**src/rtl/hash_nonce_scheduler.sv**
```systemverilog
// hash_nonce_scheduler: hands out nonces of one job to a pool of SHA-256 engines and reports completion
// Ports:
//   clk, reset           rising-edge clock, asynchronous active-high reset
//   start                job request, sampled only in IDLE
//   message_addr         job message base, registered and forwarded as eng_msg_addr
//   output_addr          job result base, eng_out_addr = output_addr + nonce
//   busy / done / err    job running, one-cycle completion pulse, sticky spurious-completion flag
//   eng_start            one-hot launch pulse to the lowest-index free engine
//   eng_nonce            nonce for the launched engine
//   eng_msg_addr         registered message base
//   eng_out_addr         result address for the launched nonce
//   eng_done             per-engine completion pulse
module hash_nonce_scheduler #(
  parameter int NUM_ENGINES = 4,
  parameter int NUM_NONCES  = 16
) (
  input  logic                   clk,
  input  logic                   reset,
  input  logic                   start,
  input  logic [15:0]            message_addr,
  input  logic [15:0]            output_addr,
  output logic                   busy,
  output logic                   done,
  output logic                   err,
  output logic [NUM_ENGINES-1:0] eng_start,
  output logic [31:0]            eng_nonce,
  output logic [15:0]            eng_msg_addr,
  output logic [15:0]            eng_out_addr,
  input  logic [NUM_ENGINES-1:0] eng_done
);
  localparam int CW = $clog2(NUM_NONCES + 1);
  typedef enum logic [1:0] {IDLE, DISPATCH, FINISH} state_t;
  state_t                 r_state, w_next;
  logic [15:0]            r_out_base;
  logic [CW-1:0]          r_next_nonce, r_completed, w_completed, w_done_cnt;
  logic [NUM_ENGINES-1:0] r_eng_busy, w_free, w_sel;
  logic                   r_err, w_launch, w_spur;
  assign w_free = ~r_eng_busy;
  // isolate the lowest set bit: lowest-index free engine
  assign w_sel = w_free & (~w_free + NUM_ENGINES'(1));
  assign w_launch = (r_state == DISPATCH) && (r_next_nonce < CW'(NUM_NONCES)) && (|w_free);
  // completions from idle engines are not counted, only flagged
  assign w_spur = |(eng_done & ~r_eng_busy);
  always_comb begin
    w_done_cnt = '0;
    for (int i = 0; i < NUM_ENGINES; i++) w_done_cnt = w_done_cnt + CW'(eng_done[i] & r_eng_busy[i]);
  end
  assign w_completed = r_completed + w_done_cnt;
  always_comb begin
    w_next = r_state;
    w_next = (r_state == IDLE)     ? (start ? DISPATCH : IDLE) :
             (r_state == DISPATCH) ? ((w_completed == CW'(NUM_NONCES)) ? FINISH : DISPATCH) :
                                     IDLE;
  end
  always_ff @(posedge clk or posedge reset) begin
    if (reset) r_state <= IDLE;
    else       r_state <= w_next;
  end
  always_ff @(posedge clk or posedge reset) begin
    if (reset) begin
      eng_msg_addr <= '0;
      r_out_base   <= '0;
      r_next_nonce <= '0;
      r_completed  <= '0;
      r_eng_busy   <= '0;
      r_err        <= 1'b0;
    end else if (r_state == IDLE && start) begin
      eng_msg_addr <= message_addr;
      r_out_base   <= output_addr;
      r_next_nonce <= '0;
      r_completed  <= '0;
      r_eng_busy   <= '0;
      r_err        <= 1'b0;
    end else if (r_state == DISPATCH) begin
      // a freed engine only becomes eligible next cycle because w_sel reads the registered bits
      r_eng_busy   <= (r_eng_busy & ~eng_done) | eng_start;
      r_next_nonce <= r_next_nonce + CW'(w_launch);
      r_completed  <= w_completed;
      r_err        <= r_err | w_spur;
    end
  end
  assign busy         = (r_state == DISPATCH);
  assign done         = (r_state == FINISH);
  assign err          = r_err;
  assign eng_start    = w_launch ? w_sel : '0;
  assign eng_nonce    = w_launch ? 32'(r_next_nonce) : '0;
  assign eng_out_addr = w_launch ? r_out_base + 16'(r_next_nonce) : '0;
endmodule

```
**config.mk**
```make
export PLATFORM = sky130hd
export DESIGN_NAME = hash_nonce_scheduler
export DESIGN_NICKNAME = d
export VERILOG_FILES = /design/src/rtl/hash_nonce_scheduler.sv
export SDC_FILE = /design/constraint.sdc
export NUM_CORES = 1
export LEC_CHECK = 0
export CELL_PAD_IN_SITES_DETAIL_PLACEMENT = 0
export CELL_PAD_IN_SITES_GLOBAL_PLACEMENT = 2
export CORE_ASPECT_RATIO = 0.75
export CORE_MARGIN = 2
export CORE_UTILIZATION = 25
export CTS_CLUSTER_SIZE = 40
export DETAILED_ROUTE_END_ITERATION = 8
export PLACE_DENSITY_LB_ADDON = 0.1
export SLEW_MARGIN = 20
export SYNTH_ARGS = -nofsm -noshare
export SYNTH_HDL_FRONTEND = slang
export SYNTH_SLANG_ARGS = --single-unit
```
**constraint.sdc**
```tcl
create_clock -name clk -period 3.6 [get_ports clk]
set_clock_uncertainty 0.2 [all_clocks]
set_input_delay 0.54 -clock clk [delete_from_list [all_inputs] [get_ports clk]]
set_output_delay 0.54 -clock clk [all_outputs]
set_load 0.005 [all_outputs]
```
Yosys cells after proc, flatten, opt, wreduce, memory -nomap -nowiden
Cells that the tools add are included.
{ "totals": {"ff_bits": 49, "latchBits": 0, "mem_bits_rw": 0, "rom_bits": 0, "inputBits": 39, "out_inout_bits": 71, "word_cells": 52, "memories": 0} }
{ "classes": {"add_sub_neg": 7, "mul": 0, "n_div": 0, "order_cmp": 1, "eq_ne": 3, "shifts": 0, "muxes": 15, "n_bitwise": 12, "reduce_logical": 7} }
{ "op_table": {"columns": ["cell", "n"], "rows": [
  ["2-to-1 mux 5 bit", 5],
  ["adder 16 x 5 -> 16 bit", 1],
  ["2-to-1 mux 16 bit", 1],
  ["bitwise AND 4 bit", 3],
  ["2-to-1 mux 4 bit", 3],
  ["NOT 4 bit", 3],
  ["OR reduction 4 bit", 2],
  ["2-to-1 mux 2 bit", 3],
  ["adder 5 x 1 -> 5 bit", 1],
  ["adder 5 x 4 -> 5 bit", 1],
  ["equality test 5 bit (second input constant)", 1],
  ["< comparator 5 bit (second input constant)", 1],
  ["adder 3 x 1 -> 4 bit", 1],
  ["adder 4 x 1 -> 4 bit (second input constant)", 1],
  ["bitwise AND 1 bit", 4],
  ["OR 4 bit", 1],
  ["adder 2 x 1 -> 3 bit", 1],
  ["logical AND 1 bit", 3],
  ["2-to-1 mux 1 bit", 3],
  ["adder 1 x 1 -> 2 bit", 1],
  ["equality test 2 x 1 -> 1 bit (second input constant)", 1],
  ["equality test 2 bit (second input constant)", 1],
  ["logical NOT 2 bit", 1],
  ["nonzero test 2 bit", 1],
  ["OR 1 bit", 1]
]} }

Longest topological paths before layout
Gate-level depths: netlist of the first run.
{ "depth": {"ltp_word": 9, "depth_mapped": 9, "mapped_depth_nobuf": 9} }

Least setup slack after synthesis of the first run
Ideal clock, no wire load.
{ "synth_path": {"path_type": "input to register", "start": "input eng_done[0]", "end": "register r_state[1]", "setup_time_ps": 120, "arrival_time_ps": 2503, "required_ps": 3280, "path_slack_ps": 778, "stages": 8, "n_path_buf": 0, "cell_sequence": "nand2_1 fa_1 inv_1 fa_1 fa_1 xnor2_1 and4b_1 and3_1"} }
{ "synth_between": {"elab_chain_cells": 9} }
{ "synth_rtl": {"columns": ["item", "line_no", "source"], "rows": [
  ["start: declaration", "29", "input logic [NUM_ENGINES-1:0] eng_done"],
  ["bitwise AND 1 bit", "46", "for (int i = 0; i < NUM_ENGINES; i++) w_done_cnt = w_done_cnt + CW'(eng_done[i] & r_eng_busy[i]);"],
  ["adder 1 x 1 -> 2 bit", "46", null],
  ["adder 2 x 1 -> 3 bit", "46", null],
  ["adder 3 x 1 -> 4 bit", "46", null],
  ["adder 5 x 4 -> 5 bit", "48", "assign w_completed = r_completed + w_done_cnt;"],
  ["equality test 5 bit", "52", "(r_state == DISPATCH) ? ((w_completed == CW'(NUM_NONCES)) ? FINISH : DISPATCH) :"],
  ["2-to-1 mux 2 bit (2 in a row)", "52", null],
  ["2-to-1 mux 2 bit", "51", "w_next = (r_state == IDLE) ? (start ? DISPATCH : IDLE) :"],
  ["via w_next[1]", "33", "state_t r_state, w_next;"],
  ["end signal: assignment", "57", "else r_state <= w_next;"],
  ["end: declaration", "33", null]
]} }
The timed path passes the listed nets, and every way through them passes these cells.
A chain may end at the register's enable or synchronous reset.

Worst setup path in the final report of the first run
{ "layout_path": {"start": "register r_next_nonce[3]", "end": "output eng_out_addr[7]"} }
{ "layout_between": {"elab_chain_cells": 4, "word_cells_on_any_way": 5, "classes_between": "add/sub: 1; order compare: 1; mux: 1; reduce/logical: 2"} }
{ "layout_rtl": {"columns": ["item", "line_no", "source"], "rows": [
  ["start: declaration", "35", "logic [CW-1:0] r_next_nonce, r_completed, w_completed, w_done_cnt;"],
  ["start signal: assignment", "77", "r_next_nonce <= r_next_nonce + CW'(w_launch);"],
  ["branches (longest 3 deep; another with adder 16 x 5 -> 16 bit)", null, null],
  ["2-to-1 mux 16 bit (*)", "87", "assign eng_out_addr = w_launch ? r_out_base + 16'(r_next_nonce) : '0;"],
  ["end: declaration", "28", "output logic [15:0] eng_out_addr,"]
]} }
Every way passes the cells marked *.

==> flow_summary_export.csv, run 1 <==
group,metric,value,unit
run_status,status,"finished, final reports clean",
clock_network,clock-sinks,49,
power,switching_share,0.384,
synth,synth-edff-count,0,
place,gp_congestion,0.729,
synth,async_reset_ff_frac,1.00,
clock_network,clk_pin_slew,70,ps
power,peakVddDrop,0.000286,V
synth,synth_top_area_cell,"dfrtp_1",
sta,fmax,0.291,GHz
routing,wire_per_inst,13.7,um
global_route,grt-ovfl-total,0,
sta,min_period_over_period,0.955,
worst_setup_path,critPathCapture,"eng_out_addr[7]",
final_layout,stdcell_count,569,
synth,synth_cells,347,
flow_run,max-cap-violations,0,
synth,yosysTopAreaCellShare,0.424,
worst_setup_path,cp.depth,6,
clock_network,ctsHoldBuffers,0,
clock_network,cts_buffers,5,
worst_setup_path,crit_path_end_kind,"primary output",
synth,ys_seq_elements,49,
worst_setup_path,worstPathArrival,2700,ps
routing,ant_nets,0,
floorplan,dieArea,12500,um2
synth,yosysSeqAreaShare,0.424,
worst_hold_path,hold_path_class,"flip-flop to flip-flop",
sta,setup_viol,0,
clock_network,cts_root_buf,"clkbuf_16",
worst_setup_path,timing.rr.start,"r_eng_busy[0]",
global_route,track_usage,0.127,
final_layout,fin_nets,479,
worst_setup_path,crit_path_start_kind,"flip-flop",
worst_setup_path,slowest_delay,530,ps
floorplan,fp.coreArea,11100,um2
worst_setup_path,worstPathRequired,2860,ps
clock_network,cts.htree.levels,2,
place,hpwl,5710,um
worst_setup_path,crit_path_cell_trace,"ha_1 > o21ai_2 > o21a_2 > or4_1 > a21oi_2 > clkdlybuf4s50_1",
synth,synth_most_common_cell,"nand2_1",
final_layout,n_antenna_cell,0,
routing,drt_wl_total,7790,um
routing,routed_via_density,4.37,
worst_setup_path,r2r_end,"r_state[1]",
routing,drc_errors,0,
sta,finalCriticalPeriod,3440,ps
power,leakagePower,1.85,nW
worst_setup_path,crit_start,"r_next_nonce[3]",
synth,yosys_warnings,0,
floorplan,die_y,97.1,um
power,p_int,2.07,mW
global_route,grt_antenna_before_repair,0,
sta,slew_headroom,0.480,
power,p_switching,1.29,mW
worst_setup_path,r2r_slack,780,ps
place,place_inst,561,
global_route,grt_first_pass_wirelength,12500,um
floorplan,num_rows,33,
sta,worst_pin_slew,777,ps
clock_network,clkLatencyLatePin,290,ps
worst_setup_path,slowest_stage,"clkdlybuf4s50_1",
clock_network,cts_tree,"yes",
synth,ys_top_cells_by_count,"nand2_1 (110), dfrtp_1 (49), buf_4 (29)",
final_layout,areaGrowthSynthToFinish,37.0,%
power,seqPwrFrac,0.304,
routing,dr.pass1.iters,4,
routing,vias,2487,
sta,rsz0062_at_grt,"no",
synth,syn_area,2890,um2
place,io_buffers,81,
sta,setup-tns-final,0,ps
sta,slew_viol_final,0,
power,powerDensity,850,nW/um2
floorplan,ios,110,
power,clkPwrFrac,0.167,
synth,ys_types,44,
floorplan,die_w,128,um
synth,ys.flop_type,"dfrtp_1",
worst_setup_path,critical-path-top-delay-family,"compound AO/OA/AOI/OAI gates",
floorplan,start_util,0.260,
worst_setup_path,critPathKind,"flip-flop to primary output",
worst_setup_path,worstPathBufferInverterCount,1,
global_route,grt_pass1_vias,2465,
sta,final-hold-violation-count,0,
synth,synth_area_leaders,"dfrtp_1 (42%), nand2_1 (14%), buf_4 (7.5%)",
worst_setup_path,cp_max_fo,12,
clock_network,clockBufferDepth,2,
routing,drt_iter0_drc,71,
power,power_frac_comb,0.529,
final_layout,drive_gt1_frac,0.0583,
worst_setup_path,reg2regPathDepth,8,
global_route,grt_max_degree,30,
synth,avgSynthCellArea,8.33,um2
timing repair:
item | in CTS | in global routing
buffers inserted | 0 | 0
setup endpoints to repair | 0 | 8
resized for setup | 0 | 6
per-stage QoR:
stage	utilization	instance area, um2	total power [mW]	worst slack [ps]	hold WS, ps
after global placement	0.339	3770	2.82	158	259
after global routing	0.357	3960	3.69	2.15	309
final	0.357	3960	3.37	163	280
after detailed placement	0.339	3770	2.82	129	266
after floorplan	-	2990	1.96	778	252
after CTS	0.355	3940	3.41	50.6	285
sequential cells by signal (all words and copies together) (netlist names):
| signal | cells |
|---|---|
| eng_msg_addr | 16 |
| err | 1 |
| r_completed | 5 |
| r_eng_busy | 4 |
| r_next_nonce | 5 |
| r_out_base | 16 |
| r_state | 2 |
layout by cell type, fill, tap and decap left out, types with 6 or more instances in the layout:
cell type        count
inv_1                7
conb_1              28
and2_1               7
o21ai_0             10
o21ai_1              7
clkdlybuf4s50_1     79
a21oi_1             15
nand2b_1             6
nand2_1            110
a21o_1               7
dfrtp_1             49
buf_4                7
ha_1                 8
nand3_1              7
nor2_1              14
cells by family (layout without fill, tap and decap cells):
family,after synthesis,count (layout),synth area share
and+or+nand+nor,173,173,0.273
AOI/OAI and AO/OA,57,57,0.121
other,1,28,0.00130
buffers and inverters,51,106,0.106
DFF,49,49,0.424
adders and majority gates,12,12,0.0623
xor gates and xnor gates,4,4,0.0121
power by group through the flow:
stage	Combinational, mW	Sequential, mW	Clock (mW)
6_report	1.78	1.02	0.563
3_3_place_gp	1.79	1.03	0
4_1_cts	1.80	1.02	0.587
5_1_grt	2.01	1.07	0.611
3_5_place_dp	1.79	1.03	0
2_1_floorplan	0.979	0.983	0
worst register-to-register path, cell delays in order (launching register included):
cell and delay [ps]:
dfrtp_1 420, nand2_1 100, fa_1 510, inv_1 50, fa_1 460, fa_1 460, xnor2_1 150, and4b_1 210
and3_1 160
final cells by class:
class / instances / area, um2
clock buffers: 5 / 125
clock inverters: 3 / 50.0
fillers: 1153 / 7150
inverters: 10 / 37.5
multi-input cells: 274 / 1480
flip-flops and latches: 49 / 1230
well taps: 140 / 175
repair buffers: 88 / 868
metal layers:
| metal | share of wire | GRT usage | wire [um] |
|---|---|---|---|
| met4 | 0.0072 | 0.0279 | 56 |
| met2 | 0.42 | 0.190 | 3290 |
| met3 | 0.071 | 0.0446 | 552 |
| met1 | 0.50 | 0.175 | 3890 |
| met5 | 0 | 0 | 0 |
how the worst min path moves through the flow:
stage | startpoint | end | slack, ps | depth (start not counted)
3_3_place_gp | eng_msg_addr[13] | eng_msg_addr[13] | 260 | 2
4_1_cts | eng_msg_addr[12] | eng_msg_addr[12] | 280 | 2
3_5_place_dp | eng_msg_addr[4] | eng_msg_addr[4] | 270 | 2
6_report | eng_msg_addr[7] | eng_msg_addr[7] | 280 | 2
5_1_grt | eng_msg_addr[10] | eng_msg_addr[10] | 310 | 2
2_1_floorplan | r_out_base[0] | r_out_base[0] | 250 | 2
(Power assumes the default switching activity.)
==> run 2: changes to the inputs <==
--- a/config.mk
+++ b/config.mk
@@ -5,6 +5,7 @@
 export SDC_FILE = /design/constraint.sdc
 export NUM_CORES = 1
 export LEC_CHECK = 0
+export CAP_MARGIN = 20
 export CELL_PAD_IN_SITES_DETAIL_PLACEMENT = 0
 export CELL_PAD_IN_SITES_GLOBAL_PLACEMENT = 2
 export CORE_ASPECT_RATIO = 0.75
==> results of run 2 <==
No change in the layout: final DEF, timing and power equal those of run 1.
==> run 3: changes to the inputs <==
--- a/config.mk
+++ b/config.mk
@@ -14,6 +14,7 @@
 export CTS_CLUSTER_SIZE = 40
 export DETAILED_ROUTE_END_ITERATION = 8
 export PLACE_DENSITY_LB_ADDON = 0.1
+export RECOVER_POWER = 25
 export SLEW_MARGIN = 20
 export SYNTH_ARGS = -nofsm -noshare
 export SYNTH_HDL_FRONTEND = slang
==> run 3 against run 2 <==
Sequential power hardly changed. Routed wire length about the same. Worst setup slack about the same. Register-to-register slack is essentially flat. Design area fell by 0.16%. Global-route usage unchanged. Core utilization is 0.056 points lower. Largest power group unchanged. Highest routed layer unchanged.
==> flow_summary_export.csv, run 3 (same netlist as run 1, synthesis figures left out) <==
group,metric,value,unit
worst_setup_path,critPathKind,"flip-flop to primary output",
worst_hold_path,hold_path_class,"flip-flop to flip-flop",
sta,fmax,0.291,GHz
floorplan,num_rows,33,
floorplan,start_util,0.260,
floorplan,die_y,97.1,um
final_layout,final_core_util,0.356,
clock_network,post_cts_buffers,0,
power,finalPower,3.36,mW
sta,worst_pin_slew,875,ps
global_route,grt_pass1_vias,2465,
global_route,grt-ovfl-total,0,
routing,wire_per_inst,13.7,um
final_layout,layout_commonest_cell,"nand2_1",
routing,dr.pass1.iters,4,
final_layout,fill_cells,1152,
global_route,grt_antenna_before_repair,0,
clock_network,cts_tree,"yes",
routing,drt_wl_total,7780,um
power,powerDensity,851,nW/um2
floorplan,fp.coreArea,11100,um2
final_layout,areaGrowthSynthToFinish,36.7,%
sta,setup-tns-final,0,ps
power,peakVddDrop,0.000284,V
sta,rsz0062_at_grt,"no",
clock_network,cts_buffers,5,
clock_network,cts_root_buf,"clkbuf_16",
worst_setup_path,worstPathArrival,2700,ps
worst_setup_path,worstPathBufferInverterCount,1,
global_route,track_usage,0.127,
sta,min_period_over_period,0.955,
routing,routed_via_density,4.36,
clock_network,cts.htree.levels,2,
clock_network,clkLatencyLatePin,290,ps
worst_setup_path,slowest_delay,530,ps
worst_setup_path,crit_path_cell_trace,"ha_1 > o21ai_2 > o21a_2 > or4_1 > a21oi_2 > clkdlybuf4s50_1",
floorplan,dieArea,12500,um2
routing,drc_errors,0,
clock_network,clockBufferDepth,2,
routing,drt_iter0_drc,74,
floorplan,ios,110,
final_layout,n_antenna_cell,0,
place,place_area,3770,um2
place,hpwl,5710,um
global_route,grt_max_degree,30,
sta,finalCriticalPeriod,3440,ps
worst_setup_path,cp_max_fo,12,
run_status,status,"finished, final reports clean",
worst_setup_path,slowest_stage,"clkdlybuf4s50_1",
final_layout,final_cell_mix,"nand2_1 (110), clkdlybuf4s50_1 (78), dfrtp_1 (49), conb_1 (28), a21oi_1 (15)",
place,gp_congestion,0.729,
power,leakagePower,1.85,nW
place,io_buffers,81,
routing,ant_nets,0,
worst_setup_path,crit_path_end_kind,"primary output",
sta,final-hold-violation-count,0,
floorplan,die_w,128,um
final_layout,design_area,3950,um2
global_route,grt_first_pass_wirelength,12500,um
sta,slew_headroom,0.416,
flow_run,max-cap-violations,0,
routing,vias,2481,
worst_setup_path,crit_path_start_kind,"flip-flop",
sta,setup_viol,0,
final_layout,fin_nets,479,
worst_setup_path,worstPathRequired,2860,ps
final_layout,drive_gt1_frac,0.0536,
sta,worst_hold_slack,280,ps
clock_network,clock-sinks,49,
worst_setup_path,critical-path-top-delay-family,"compound AO/OA/AOI/OAI gates",
sta,slew_viol_final,0,
final_layout,largestRegisters,"eng_msg_addr: 16 flops, r_out_base: 16 flops",
clock_network,clk_pin_slew,70,ps
==> run 3: changes by cell type in the layout (fill, tap and decap cells not counted), sizes merged <==
cell           before  now
buf                 7    5
clkbuf              5    7
clkdlybuf4s50      79   78
dlygate4sd3         0    1
==> run 3: repair_timing <==
| item | CTS | global route |
|---|---|---|
| resized for setup | 0 | 6 |
| hold buffers | 0 | 0 |
| setup endpoints to repair | 0 | 8 |
==> run 3: where the power goes <==
part	total, mW	switching, mW	internal, mW
combinational	1.78	0.841	0.937
sequential	1.02	0.225	0.799
clock	0.563	0.228	0.334
==> run 3: area by class of cell <==
class / instances / area (um2) / area share
Multi-Input combinational cell: 274 / 1480 / 0.374
Sequential cell: 49 / 1230 / 0.310
Timing Repair Buffer: 88 / 862 / 0.218
Tap cell: 140 / 175 / 0.0443
Clock buffer: 5 / 125 / 0.0316
Clock inverter: 3 / 50.0 / 0.0127
Inverter: 10 / 37.5 / 0.00949
==> run 3: final timing paths <==
kind                            startpoint               to  slack, ps  cells past startpoint
setup / recovery           r_next_nonce[3]  eng_out_addr[7]        160                      6
hold / removal             eng_msg_addr[7]  eng_msg_addr[7]        280                      2
setup reg to reg             r_eng_busy[0]       r_state[1]        790                      8
hold reg to reg            eng_msg_addr[7]  eng_msg_addr[7]        280                      2
max in group asynchronous            reset    r_out_base[4]       1290                      3
min in group asynchronous            reset  eng_msg_addr[7]        660                      2
==> run 3: per-stage QoR <==
stage                     setup slack [ps]  std cells
after global placement                 158        561
after global routing                  2.15        569
after floorplan                        778        374
after detailed placement               129        561
after CTS                             50.6        569
final                                  163        569
==> run 3: worst min-delay path: cells and delay by family (launching register included) <==
kind	cells	cell delay, ps
flip-flops	1	350
AND/OR/NAND/NOR	2	110
==> run 3: layer usage <==
metal,share of wire,GRT usage,up-vias
li1,-,-,1267
met1,0.50,0.175,1149
met2,0.42,0.190,60
met3,0.071,0.0446,5
met4,0.0072,0.0279,0
met5,0,0,-
